File: src/rtl/alu_op_sequencer.sv
`timescale 1ns/1ps
// -----------------------------------------------------------------------------
// alu_op_sequencer
//
// Control stage that sits in front of alu_regfile. One ALU instruction is
// accepted per valid/ready handshake and walked through three cycles:
//   IDLE : accept instruction (or let a host preload write through)
//   EXEC : drive read addresses / opcode / carry-in, capture ALU result
//   WB   : write the captured result to the destination register, pulse Done
//
// Optional build macro:
//   ALU_SEQ_CARRY_CHAIN_EN - when defined, an instruction with Instr_Carry=1
//     feeds the previous instruction's Carry_Flag into Carry_In (multi-word
//     add/sub). When undefined, Carry_In is the latched Instr_Carry bit.
//
// Ports
//   Clock, Reset_n          clock, async active-low reset
//   Instr_*                 instruction handshake and fields (Ready is output)
//   Host_Wr_*               host preload write, honoured only in IDLE
//   Read_Addr_1/2, Opcode,
//   Carry_In                ALU operand selection toward alu_regfile
//   Write_Addr/enable/data  regfile write port (host preload or writeback)
//   ALU_Out, Carry_Out      combinational ALU result from alu_regfile
//   Done                    single-cycle pulse during writeback
//   Result, Carry_Flag      last captured ALU result / carry, held
// -----------------------------------------------------------------------------
package alu_seq_pkg;
  localparam int REGFILE_ADDR_WIDTH = 4;
  localparam int REGFILE_WIDTH      = 8;
  localparam int ALU_OUTPUT_WIDTH   = 8;

  typedef enum logic [2:0] {
    OP_ADD  = 3'd0,
    OP_SUB  = 3'd1,
    OP_AND  = 3'd2,
    OP_OR   = 3'd3,
    OP_XOR  = 3'd4,
    OP_PASS = 3'd5
  } aluop_t;
endpackage

module alu_op_sequencer
  import alu_seq_pkg::*;
#(
  parameter int ADDR_W = REGFILE_ADDR_WIDTH,
  parameter int DATA_W = REGFILE_WIDTH,
  parameter int ALU_W  = ALU_OUTPUT_WIDTH
) (
  input  logic              Clock,
  input  logic              Reset_n,
  // instruction handshake
  input  logic              Instr_Valid,
  output logic              Instr_Ready,
  input  aluop_t            Instr_Opcode,
  input  logic [ADDR_W-1:0] Instr_Src1,
  input  logic [ADDR_W-1:0] Instr_Src2,
  input  logic [ADDR_W-1:0] Instr_Dst,
  input  logic              Instr_Carry,
  // host preload
  input  logic              Host_Wr_Valid,
  input  logic [ADDR_W-1:0] Host_Wr_Addr,
  input  logic [DATA_W-1:0] Host_Wr_Data,
  // to alu_regfile
  output logic [ADDR_W-1:0] Read_Addr_1,
  output logic [ADDR_W-1:0] Read_Addr_2,
  output aluop_t            Opcode,
  output logic              Carry_In,
  output logic [ADDR_W-1:0] Write_Addr,
  output logic              Write_enable,
  output logic [DATA_W-1:0] Write_data,
  // from alu_regfile
  input  logic [ALU_W-1:0]  ALU_Out,
  input  logic              Carry_Out,
  // status
  output logic              Done,
  output logic [ALU_W-1:0]  Result,
  output logic              Carry_Flag
);

  typedef enum logic [1:0] {
    IDLE = 2'd0,
    EXEC = 2'd1,
    WB   = 2'd2
  } state_t;

  typedef struct packed {
    aluop_t            op;
    logic [ADDR_W-1:0] src1;
    logic [ADDR_W-1:0] src2;
    logic [ADDR_W-1:0] dst;
    logic              carry;
  } instr_t;

  state_t             state_q, state_d;
  instr_t             instr_q, instr_d;
  logic [ALU_W-1:0]   result_q, result_d;
  logic               cflag_q, cflag_d;
  logic               carry_sel;

  // Carry source presented to the ALU during EXEC.
`ifdef ALU_SEQ_CARRY_CHAIN_EN
  assign carry_sel = instr_q.carry ? cflag_q : 1'b0;
`else
  assign carry_sel = instr_q.carry;
`endif

  // ---------------------------------------------------------------------------
  // State and datapath registers
  // ---------------------------------------------------------------------------
  always_ff @(posedge Clock or negedge Reset_n) begin
    if (!Reset_n) begin
      state_q  <= IDLE;
      instr_q  <= '0;
      result_q <= '0;
      cflag_q  <= 1'b0;
    end else begin
      state_q  <= state_d;
      instr_q  <= instr_d;
      result_q <= result_d;
      cflag_q  <= cflag_d;
    end
  end

  // ---------------------------------------------------------------------------
  // Next state and outputs
  // ---------------------------------------------------------------------------
  always_comb begin
    state_d      = state_q;
    instr_d      = instr_q;
    result_d     = result_q;
    cflag_d      = cflag_q;
    Instr_Ready  = 1'b0;
    Write_enable = 1'b0;
    Write_Addr   = '0;
    Write_data   = '0;
    Carry_In     = 1'b0;
    Done         = 1'b0;

    unique case (state_q)
      IDLE: begin
        // Reset_n gating keeps the combinational paths quiet while reset is
        // held, so every output reads zero during reset.
        if (Reset_n) begin
          Instr_Ready = !Host_Wr_Valid;
          if (Host_Wr_Valid) begin
            // host preload wins over a same-cycle instruction
            Write_enable = 1'b1;
            Write_Addr   = Host_Wr_Addr;
            Write_data   = Host_Wr_Data;
          end else if (Instr_Valid) begin
            instr_d.op    = Instr_Opcode;
            instr_d.src1  = Instr_Src1;
            instr_d.src2  = Instr_Src2;
            instr_d.dst   = Instr_Dst;
            instr_d.carry = Instr_Carry;
            state_d       = EXEC;
          end
        end
      end

      EXEC: begin
        Carry_In = carry_sel;
        result_d = ALU_Out;
        cflag_d  = Carry_Out;
        state_d  = WB;
      end

      WB: begin
        // Sources were read in EXEC, so Dst aliasing a source is harmless.
        Write_enable = 1'b1;
        Write_Addr   = instr_q.dst;
        Write_data   = DATA_W'(result_q);
        Done         = 1'b1;
        state_d      = IDLE;
      end

      default: state_d = IDLE;
    endcase
  end

  // Operand selection holds the last latched instruction outside EXEC.
  assign Read_Addr_1 = instr_q.src1;
  assign Read_Addr_2 = instr_q.src2;
  assign Opcode      = instr_q.op;
  assign Result      = result_q;
  assign Carry_Flag  = cflag_q;

endmodule

File: config.mk
export PLATFORM = sky130hd
export DESIGN_NAME = alu_op_sequencer
export DESIGN_NICKNAME = d
export VERILOG_FILES = /design/src/rtl/alu_op_sequencer.sv
export SDC_FILE = /design/constraint.sdc
export NUM_CORES = 1
export LEC_CHECK = 0
export CORE_MARGIN = 2
export CORE_UTILIZATION = 37
export DETAILED_ROUTE_END_ITERATION = 8
export PLACE_DENSITY_LB_ADDON = 0.15
export SLEW_MARGIN = 20
export SYNTH_ARGS = -nofsm -noshare
export SYNTH_HDL_FRONTEND = slang
export SYNTH_SLANG_ARGS = --single-unit
File: constraint.sdc
create_clock -name Clock -period 1.66 [get_ports Clock]
set_clock_uncertainty 0.1 [all_clocks]
set_input_delay 0.332 -clock Clock [delete_from_list [all_inputs] [get_ports Clock]]
set_output_delay 0.332 -clock Clock [all_outputs]
set_load 0.02 [all_outputs]
# After elaboration in Yosys (flattened, before gate mapping)
# Cells that the tools add are included.
# Widths: inputs -> output; s select.
dict set report classes {
  bitwise 1
  eq_ne 5
  mux 17
  reduce_logical 4
}
# cell n
set op_table {}
lappend op_table {{$mux 8} 2}
lappend op_table {{$pmux 8 s2} 1}
lappend op_table {{$mux 4} 2}
lappend op_table {{$pmux 4 s2} 1}
lappend op_table {{$mux 1} 6}
lappend op_table {{$mux 2} 3}
lappend op_table {{$ne 2x2->1 const B} 3}
lappend op_table {{$pmux 2 s2} 1}
lappend op_table {{$reduce_and 4->1} 1}
lappend op_table {{$reduce_and 3->1} 1}
lappend op_table {{$eq 2x1->1 const B} 1}
lappend op_table {{$eq 2x2->1 const B} 1}
lappend op_table {{$logic_not 2->1} 1}
lappend op_table {{$pmux 1 s2} 1}
lappend op_table {{$logic_not 1->1} 1}
lappend op_table {{$not 1->1} 1}
dict set report word_totals {
  out_inout_bits 36
  wordCells 35
  inputBits 41
  ff_bits 27
}

# Longest topological paths before layout
# Gate-level depths: netlist of the first run.
dict set report logic_depth {
  depth_word 4
  mapped_depth 4
  depth_no_buf 3
}

# Worst setup path after synthesis of the first run
# No wires, ideal clock.
dict set report synth_timing {
  path_type {reg-to-output}
  startpoint {register state_q[0]}
  endpoint {output port Write_Addr[0]}
  setup_slack_ns -0.172
  t_arrival_ns 1.400
  t_required_ns 1.228
  path_stages_with_launch 4
  path_buffers 1
  path_cell_list {dfrtp_1 > and2b_1 > clkbuf_1 > a22o_1}
}
dict set report synth_between {
  elab_chain_len 2
  elab_cells_between_ends 3
  classes_between {1 x eq/ne; 1 x mux; 1 x reduce/logical}
}
# element line_no
set synth_rtl {}
lappend synth_rtl {{from (decl)} 94} ;# state_t state_q, state_d;
lappend synth_rtl {{from (signal assigned)} 117} ;# state_q <= state_d;
lappend synth_rtl {{$eq 2x2->1 or $logic_not 2->1 (tied branches)} 139} ;# unique case (state_q)
lappend synth_rtl {{$pmux 4 s2 *} 139}
lappend synth_rtl {{to (decl)} 68} ;# output logic [ADDR_W-1:0] Write_Addr,
# Every way passes the cells marked *; elsewhere a longest branch is shown, timed or not.

# Worst setup path after layout of the first run
dict set report layout_timing {
  startpoint {register state_q[0]}
  endpoint {output port Write_Addr[2]}
}
# The elaborated chain is that of the path after synthesis.

==> impl_metrics.csv, run 1 <==
group,metric,value,unit
grt,grt_max_degree,15,
synth,avgSynthCellArea,14.4,sq um
floorplan,start_util,0.383,
sta,slew_violations,0,
clock_network,path_clk_slew,0.14,ns
synth,netlist_instances,89,
outcome,violations,"setup timing",
grt,grt_pass1_wl,5.07,mm
sta,finalSetupViolCount,32,
synth,seq_area_frac_synth,0.528,
worst_setup_path,max_stage_delay,0.45,ns
pwr,p_int,0.00130,W
grt,grt_overflow_total,0,
pwr,combPwrFrac,0.394,
floorplan,ios,77,
grt,antenna_found_initial,0,
worst_setup_path,cp.arrival,1.52,ns
layout,syn2layout_area_growth,70.4,%
sta,fin_tns_setup,-4.86,ns
layout,diodes,0,
route,drt-total-wl,3.15,mm
route,via_count,1012,
synth,synth_nets,130,
route,drt_pass1_iterations,2,
synth,ys_ff_latch,27,
placed_design,routabilityCongestion,0.706,
route,antenna_left,0,
clock_network,cts-buffers-inserted,3,
hold_path,min-delay-path-class,"input pin to async pin",
sta,setup_slack,-0.292,ns
sta,slew_headroom,0.601,
route,routedWlPerCell,14.6,um
placed_design,dp_slack,-0.764,ns
placed_design,dp_hpwl,2.27,mm
worst_setup_path,critPathSlowestCell,"dfrtp_1",
worst_setup_path,crit_fanout,13,
placed_design,dpl.cell_count,206,
synth,yosysWarnings,0,
clock_network,clk_latency,0.31,ns
sta,rsz0062_at_grt,"true",
worst_setup_path,cp.required,1.23,ns
pwr,p_seq_frac,0.461,
layout,finalNonFillerCells,215,
worst_setup_path,endpoint_kind,"output port",
clock_network,clkSinkCount,27,
clock_network,clock_path_buffers,2,
pwr,sw_frac_of_total,0.319,
flow_run,drv_cap,0,
outcome,status,"finished with violations",
sta,fmax,0.512,GHz
placed_design,port_buffers,76,
worst_setup_path,path_buf_inv,2,
worst_setup_path,worstPathCellList,"and2b_1 -> buf_12 -> a22o_1 -> buf_6",
worst_setup_path,crit_path_start_kind,"flip-flop",
clock_network,cts_tree,"done",
grt,grt_pass1_vias,1040,
floorplan,die_h,62.8,um
pwr,ir_drop,0.457,mV
floorplan,dieArea,3940,sq um
floorplan,rows,21,
pwr,p_switching,0.000609,W
route,drc,0,
sta,worst-slew-pin-transition,0.597,ns
layout,drive_gt1_frac,0.373,
clock_network,h-tree-depth,1,
worst_setup_path,crit_type,"flip-flop to output port",
route,drt_iter0_drc,12,
synth,syn_area,1280,sq um
layout,nNetsFinal,211,
sta,min_period_over_period,1.18,
route,via_per_inst,4.71,
sta,hold_viol,0,
clock_network,ctsRootBufferMaster,"clkbuf_4",
sta,fin_hold_ws,0.0264,ns
pwr,leakage,1.02,nW
floorplan,die_x,62.8,um
pwr,powerDensity,878,nW/um^2
grt,track_usage,0.167,
synth,synth.distinct_cells,19,
worst_setup_path,crit_family,"flip-flops",
floorplan,coreArea,3340,sq um
sta,fin_crit,1.95,ns
pwr,power,0.00191,W
pwr,clkPwrFrac,0.144,
## per-stage QoR
step	utilization	area, sq um
final	0.653	2180
after global routing	0.653	2180
after CTS	0.641	2140
after detailed placement	0.623	2080
after global placement	0.623	2080
after floorplan	-	1280
## worst reg2reg max path, delay by kind of cell, from the launching register on
family / cells / cell delay, ns
and+or+nand+nor: 2 / 0.38
muxes: 1 / 0.33
buffers and inverters: 2 / 0.34
DFF: 1 / 0.48
## Yosys cell counts
library cell   n  share of area
nor2_1         1         0.0029
nand2_1        1         0.0029
nor4b_4        1          0.019
clkbuf_1       2         0.0059
mux2_2        15           0.13
nor3_1         1         0.0039
inv_1          1         0.0029
buf_2          1         0.0039
and2b_1        1         0.0059
mux2_4         9           0.11
and2_1         1         0.0049
buf_4         11          0.065
a22o_1        12          0.082
dfrtp_1       27           0.53
mux2_1         1         0.0088
buf_6          1         0.0088
a21oi_1        1         0.0039
nor2b_1        1         0.0049
nand2_4        1         0.0088
## final cells by class
cell class                      count  area (sq um)
Sequential cell                    27           677
Clock buffer                        4          26.3
Multi-Input combinational cell     48           567
Fill cell                         287          1160
Inverter                            1          3.75
Tap cell                           46          57.6
Timing Repair Buffer               89           847
## cell usage in the layout, fill, tap and decap left out
cell / netlist / routed
dlygate4sd2_1: 0 / 23
clkbuf_4: 0 / 3
mux2_1: 1 / 1
nor4b_4: 1 / 1
nor2_1: 1 / 1
a22o_1: 12 / 12
buf_12: 0 / 1
mux2_2: 15 / 15
inv_1: 1 / 1
nand2_8: 0 / 3
mux2_4: 9 / 9
dfrtp_1: 27 / 26
dfrtp_2: 0 / 1
buf_4: 11 / 7
buf_2: 1 / 5
a21oi_2: 0 / 1
nor3_4: 0 / 1
nand2_1: 1 / 1
and2b_1: 1 / 1
and2_4: 0 / 1
clkbuf_1: 2 / 1
nor2b_4: 0 / 1
clkdlybuf4s50_1: 0 / 38
buf_6: 1 / 14
dlygate4sd3_1: 0 / 1
## registers in the layout (all words and copies together), names as in the netlist
signal / flops
Result: 8
carry_sel: 1
Opcode: 3
state_q: 2
instr_q: 4
Read_Addr_1: 4
Read_Addr_2: 4
Carry_Flag: 1
## path summary, 6_finish.rpt
check,start,endpoint,slack [ns],depth (start not counted)
setup / recovery,state_q[0],Write_Addr[2],-0.29,4
hold / removal,Reset_n,Result[0],0.03,2
setup reg to reg,state_q[1],Read_Addr_2[2],-0.06,5
hold reg to reg,carry_sel,carry_sel,0.42,1
max in group asynchronous,Reset_n,state_q[1],0.32,3
min in group Clock,carry_sel,carry_sel,0.42,1
## power groups by stage
stage                     registers (W)  logic, W  clock network [W]
after CTS                      0.000883  0.000755           0.000297
final                          0.000882  0.000754           0.000276
after detailed placement       0.000898  0.000819                  0
after floorplan                0.000947  0.000412                  0
after global routing           0.000903  0.000797           0.000323
after global placement         0.000893  0.000805                  0
## kinds of logic after synthesis
kind of cell           count (synthesis)  share of synthesized area
flip-flops                            27                      0.528
multiplexers                          25                      0.247
buffers and inverters                 16                     0.0861
AO/OA/AOI/OAI                         13                     0.0861
AND/OR/NAND/NOR                        8                     0.0528
## layer usage
metal / global-route usage / vias to the layer above / wire length, um
li1: - / 470 / -
met1: 0.194 / 494 / 1290
met2: 0.302 / 46 / 1630
met3: 0.0342 / 2 / 201
met4: 0.0583 / 0 / 24
met5: 0 / - / 0
## what timing repair did
| item | 4_1_cts | 5_1_grt |
|---|---|---|
| gates cloned | 3 | 0 |
| pin swaps | 3 | 0 |
| setup endpoints to repair | 52 | 32 |
| endpoints found under the hold margin | 13 | 0 |
| hold buffers | 1 | 0 |
| buffers inserted | 0 | 1 |
| resized for setup | 110 | 9 |
No activity file was read; power rests on OpenSTA's default activity.
==> run 2, diff against run 1 <==
Settings changed: CTS_BUF_LIST set to sky130_fd_sc_hd__clkbuf_16.
==> impl_metrics.csv, run 2 (synthesis results as in run 1) <==
group,metric,value,unit
route,routedWlPerCell,14.9,um
floorplan,die_h,62.8,um
layout,mostFrequentLayoutCells,"clkdlybuf4s50_1, dfrtp_1, mux2_2, dlygate4sd2_1, buf_6",
worst_setup_path,r2r_setup_slack,-0.07,ns
outcome,violations,"setup timing",
worst_setup_path,max_stage_delay,0.40,ns
worst_setup_path,cp.required,1.23,ns
clock_network,clock_path_buffers,2,
sta,min_period_over_period,1.11,
layout,nNetsFinal,209,
layout,drive_gt1_frac,0.365,
route,via_per_inst,4.70,
placed_design,dp_hpwl,2.27,mm
outcome,status,"finished with violations",
layout,largest_register_ffs,8,
floorplan,ios,77,
route,drt_iter0_drc,17,
pwr,powerDensity,983,nW/um^2
route,top_layer,"met4",
worst_setup_path,cp.arrival,1.42,ns
placed_design,port_buffers,76,
sta,finalSetupViolCount,29,
clock_network,clkSinkCount,27,
placed_design,dpl.cell_count,206,
grt,grt_max_degree,16,
clock_network,cts-buffers-inserted,3,
clock_network,h-tree-depth,1,
sta,setup_slack,-0.187,ns
floorplan,coreArea,3340,sq um
clock_network,path_clk_slew,0.06,ns
grt,antenna_found_initial,0,
layout,syn2layout_area_growth,73.9,%
route,via_count,1001,
hold_path,min-delay-path-class,"input pin to async pin",
route,drt-total-wl,3.18,mm
layout,diodes,0,
worst_setup_path,critPathSlowestCell,"dfrtp_1",
sta,rsz0062_at_grt,"true",
route,drc,0,
floorplan,start_util,0.383,
clock_network,clk_latency,0.25,ns
pwr,power,0.00218,W
route,wl_met2,1.66,mm
route,drt_pass1_iterations,3,
worst_setup_path,endpoint_kind,"output port",
route,antenna_left,0,
sta,fmax,0.541,GHz
grt,grt_pass1_vias,1048,
sta,slew_headroom,0.629,
layout,finish.utilization,0.666,
floorplan,dieArea,3940,sq um
worst_setup_path,crit_fanout,13,
pwr,leakage,1.09,nW
worst_setup_path,crit_type,"flip-flop to output port",
placed_design,post_dp_cell_area,2080,sq um
clock_network,ctsRootBufferMaster,"clkbuf_16",
floorplan,rows,21,
sta,fin_crit,1.85,ns
layout,final_common_cell,"clkdlybuf4s50_1",
layout,final_area,2220,sq um
pwr,ir_drop,0.574,mV
worst_setup_path,r2r_cells,5,
placed_design,routabilityCongestion,0.706,
floorplan,die_x,62.8,um
grt,track_usage,0.170,
route,wl_met3,180,um
clock_network,hold_buffers,0,
sta,worst-slew-pin-transition,0.555,ns
grt,grt_overflow_total,0,
grt,grt_pass1_wl,5.15,mm
worst_setup_path,worstPathCellList,"and2b_1 -> buf_12 -> a22o_1 -> buf_2",
layout,finalNonFillerCells,213,
worst_setup_path,reg2reg_from,"state_q[1]",
clock_network,cts_tree,"done",
flow_run,drv_cap,0,
worst_setup_path,worstReg2RegEnd,"Read_Addr_2[2]",
route,wl_met1,1.32,mm
sta,slew_violations,0,
worst_setup_path,crit_path_start_kind,"flip-flop",
sta,hold_viol,0,
[run 2: changes by cell type in the layout (fill, tap and decap cells not counted), moves of 3 or more]
cell / previous run / this run
dlymetal6s2s_1: 0 / 7
clkbuf_4: 3 / 0
dlygate4sd2_1: 23 / 15
clkbuf_16: 0 / 3
[run 2: how the worst max path moves through the flow]
stage          cells past startpoint        from       endpoint
2_1_floorplan                      4  state_q[1]      Opcode[0]
3_3_place_gp                       4     Reset_n    Instr_Ready
3_5_place_dp                       4     Reset_n    Instr_Ready
4_1_cts                            4  state_q[1]  Write_Addr[2]
5_1_grt                            4  state_q[1]  Write_Addr[3]
6_report                           4  state_q[0]  Write_Addr[2]
[run 2: through the flow]
| stage | setup TNS [ns] | hold slack [ns] | setup slack (ns) |
|---|---|---|---|
| after global placement | -18.96 | 0.382 | -0.736 |
| after floorplan | -0.552 | -0.0636 | -0.0613 |
| after CTS | -2.73 | 0.0700 | -0.182 |
| final | -2.96 | 0.0712 | -0.187 |
| after global routing | -4.23 | 0.0880 | -0.232 |
| after detailed placement | -20.19 | 0.387 | -0.764 |
[run 2: where the power goes]
group          switching (W)  internal, W
sequential         0.0000826     0.000801
clock               0.000210     0.000322
combinational       0.000343     0.000426
[run 2: critical path: cells and delay by family, from the launching register on]
family                 cells  cell delay (ns)
DFF                        1             0.40
buffers and inverters      2             0.31
and+or+nand+nor            1             0.23
AOI/OAI and AO/OA          1             0.22
[run 2: per-layer routing]
metal / GRT usage / vias up
met5: 0 / -
met4: 0.0583 / 0
met3: 0.0270 / 2
met2: 0.317 / 46
met1: 0.195 / 484
li1: - / 469
[run 2: area by class of cell]
class | instances | area, sq um
Clock buffer | 3 | 75.1
Clock inverter | 1 | 3.75
Fill cell | 278 | 1110
Inverter | 1 | 3.75
Multi-Input combinational cell | 48 | 557
Sequential cell | 27 | 676
Tap cell | 46 | 57.6
Timing Repair Buffer | 87 | 851
[run 2: timing repair]
action / CTS / global route
pin swaps: 4 / 4
setup buffers: 1 / 2
resized for setup: 105 / 15
endpoints found under the setup margin: 46 / 38
cloned: 3 / 0
==> edit (settings of run 1) <==
`result_q` no longer has a reset.
--- a/src/rtl/alu_op_sequencer.sv
+++ b/src/rtl/alu_op_sequencer.sv
@@ -111,14 +111,16 @@
     if (!Reset_n) begin
       state_q  <= IDLE;
       instr_q  <= '0;
-      result_q <= '0;
       cflag_q  <= 1'b0;
     end else begin
       state_q  <= state_d;
       instr_q  <= instr_d;
-      result_q <= result_d;
       cflag_q  <= cflag_d;
     end
+  end
+
+  always_ff @(posedge Clock) begin
+    result_q <= result_d;
   end
 
   // ---------------------------------------------------------------------------
Check against the original RTL: differs if Reset_n is asserted again (counterexample within 4 cycles, from zero or initial values and one cycle with Reset_n low); with Reset_n held inactive, the same outputs for 10 cycles.
==> edit against run 1 <==
  * Sequential cell count unchanged
  * Final area fell by 2.6%
  * Power decreased by 11%
  * Wire length shrank 1.9%
  * Worst hold slack gained 85 ps
  * Synthesized area fell by 3.8%
  * Worst setup slack improved by 18 ps
  * Combinational power down 22%
  * The flow still finishes with violations (negative setup slack)
  * Maximum frequency is 0.92% higher
==> edit: results <==
synthesis:
  synth_edf_count: 8
  synth_commonest_cells: "19 x dfrtp_1, 12 x a22o_1, 11 x buf_4"
  synth.avg_cell_area_sq_um: 15.18
  ys_top_cells_by_area: "dfrtp_1 39%, edfxtp_1 20%, mux2_4 11%, a22o_1 8.5%, mux2_2 7.3%"
  async_reset_ff_share_pct: 70.37
  ys_types: 18
  seq_area_frac_synth_pct: 58.19
  syn_nets: 122
placement:
  gp_congestion: 0.6777
  pre_cts_ws_ps: -794.9
  place_inst: 198
  postPlaceCellArea_sq_um: 2039
  hpwl_mm: 2.210
timing:
  finalSetupViolations: 32
  fin_ws_ps: -274.2
  worst_slew_pin_slew_ps: 587.6
  fin_tns_setup_ps: -5311
  holdWs_ps: 111.7
worst_setup_path:
  rrSetupSlack_ps: -110
  slowest_stage: "dfrtp_2"
  r2r_cells: 6
  r2r_end: "Opcode[0]"
routing:
  wl_met1_mm: 1.274
  wl_mm: 3.088
  wl_met3_microns: 275
  post_drt_wl_per_cell_microns: 14.78
  viasPerCell: 4.617
  first_pass_iters: 4
  drt_iter0_markers: 39
pwr:
  irDropWorstVdd_mv: 0.5103
  p_int_w: 0.001205
  p_leak_nw: 0.9820
  switchingPower_w: 0.0005036
clock_tree:
  post_cts.repair.setup_buffers: 2
cells_and_area:
  area_growth_pct: 72.43
  nets: 207
  filler_cell_count: 266
global_route:
  grt_pass1_wl_mm: 4.664
  grt_max_degree: 16
  grt_util_all_layers_pct: 17.18
  first_global_vias: 958
status:
  status: "finished with violations"
  violations: "negative setup slack"
==> edit: cell types whose count changed after synthesis, sizes merged <==
cell | run 1 | this run
mux2 | 25 | 17
buf | 13 | 12
edfxtp | 0 | 8
dfrtp | 27 | 19
nor2b | 1 | 2
==> edit: kinds of logic after synthesis <==
group                  share of synthesized area, %
muxes                                         18.31
AOI/OAI and AO/OA                             8.952
and+or+nand+nor                               6.001
buffers and inverters                         8.545
DFF                                           58.19
==> edit: cell type report <==
| class | instances | area [sq um] | share of cell area [%] |
|---|---|---|---|
| repair buffers | 92 | 844.6 | 39.82 |
| flip-flops and latches | 27 | 716.9 | 33.81 |
| multi-input cells | 41 | 473.0 | 22.30 |
| well taps | 44 | 55.05 | 2.596 |
| clock buffers | 3 | 22.52 | 1.062 |
| clock inverters | 1 | 5.005 | 0.2360 |
| inverters | 1 | 3.754 | 0.1770 |
==> edit: worst min-delay path: cells and delay by family <==
family,cells,cell delay [ps]
buffers and inverters,3,580
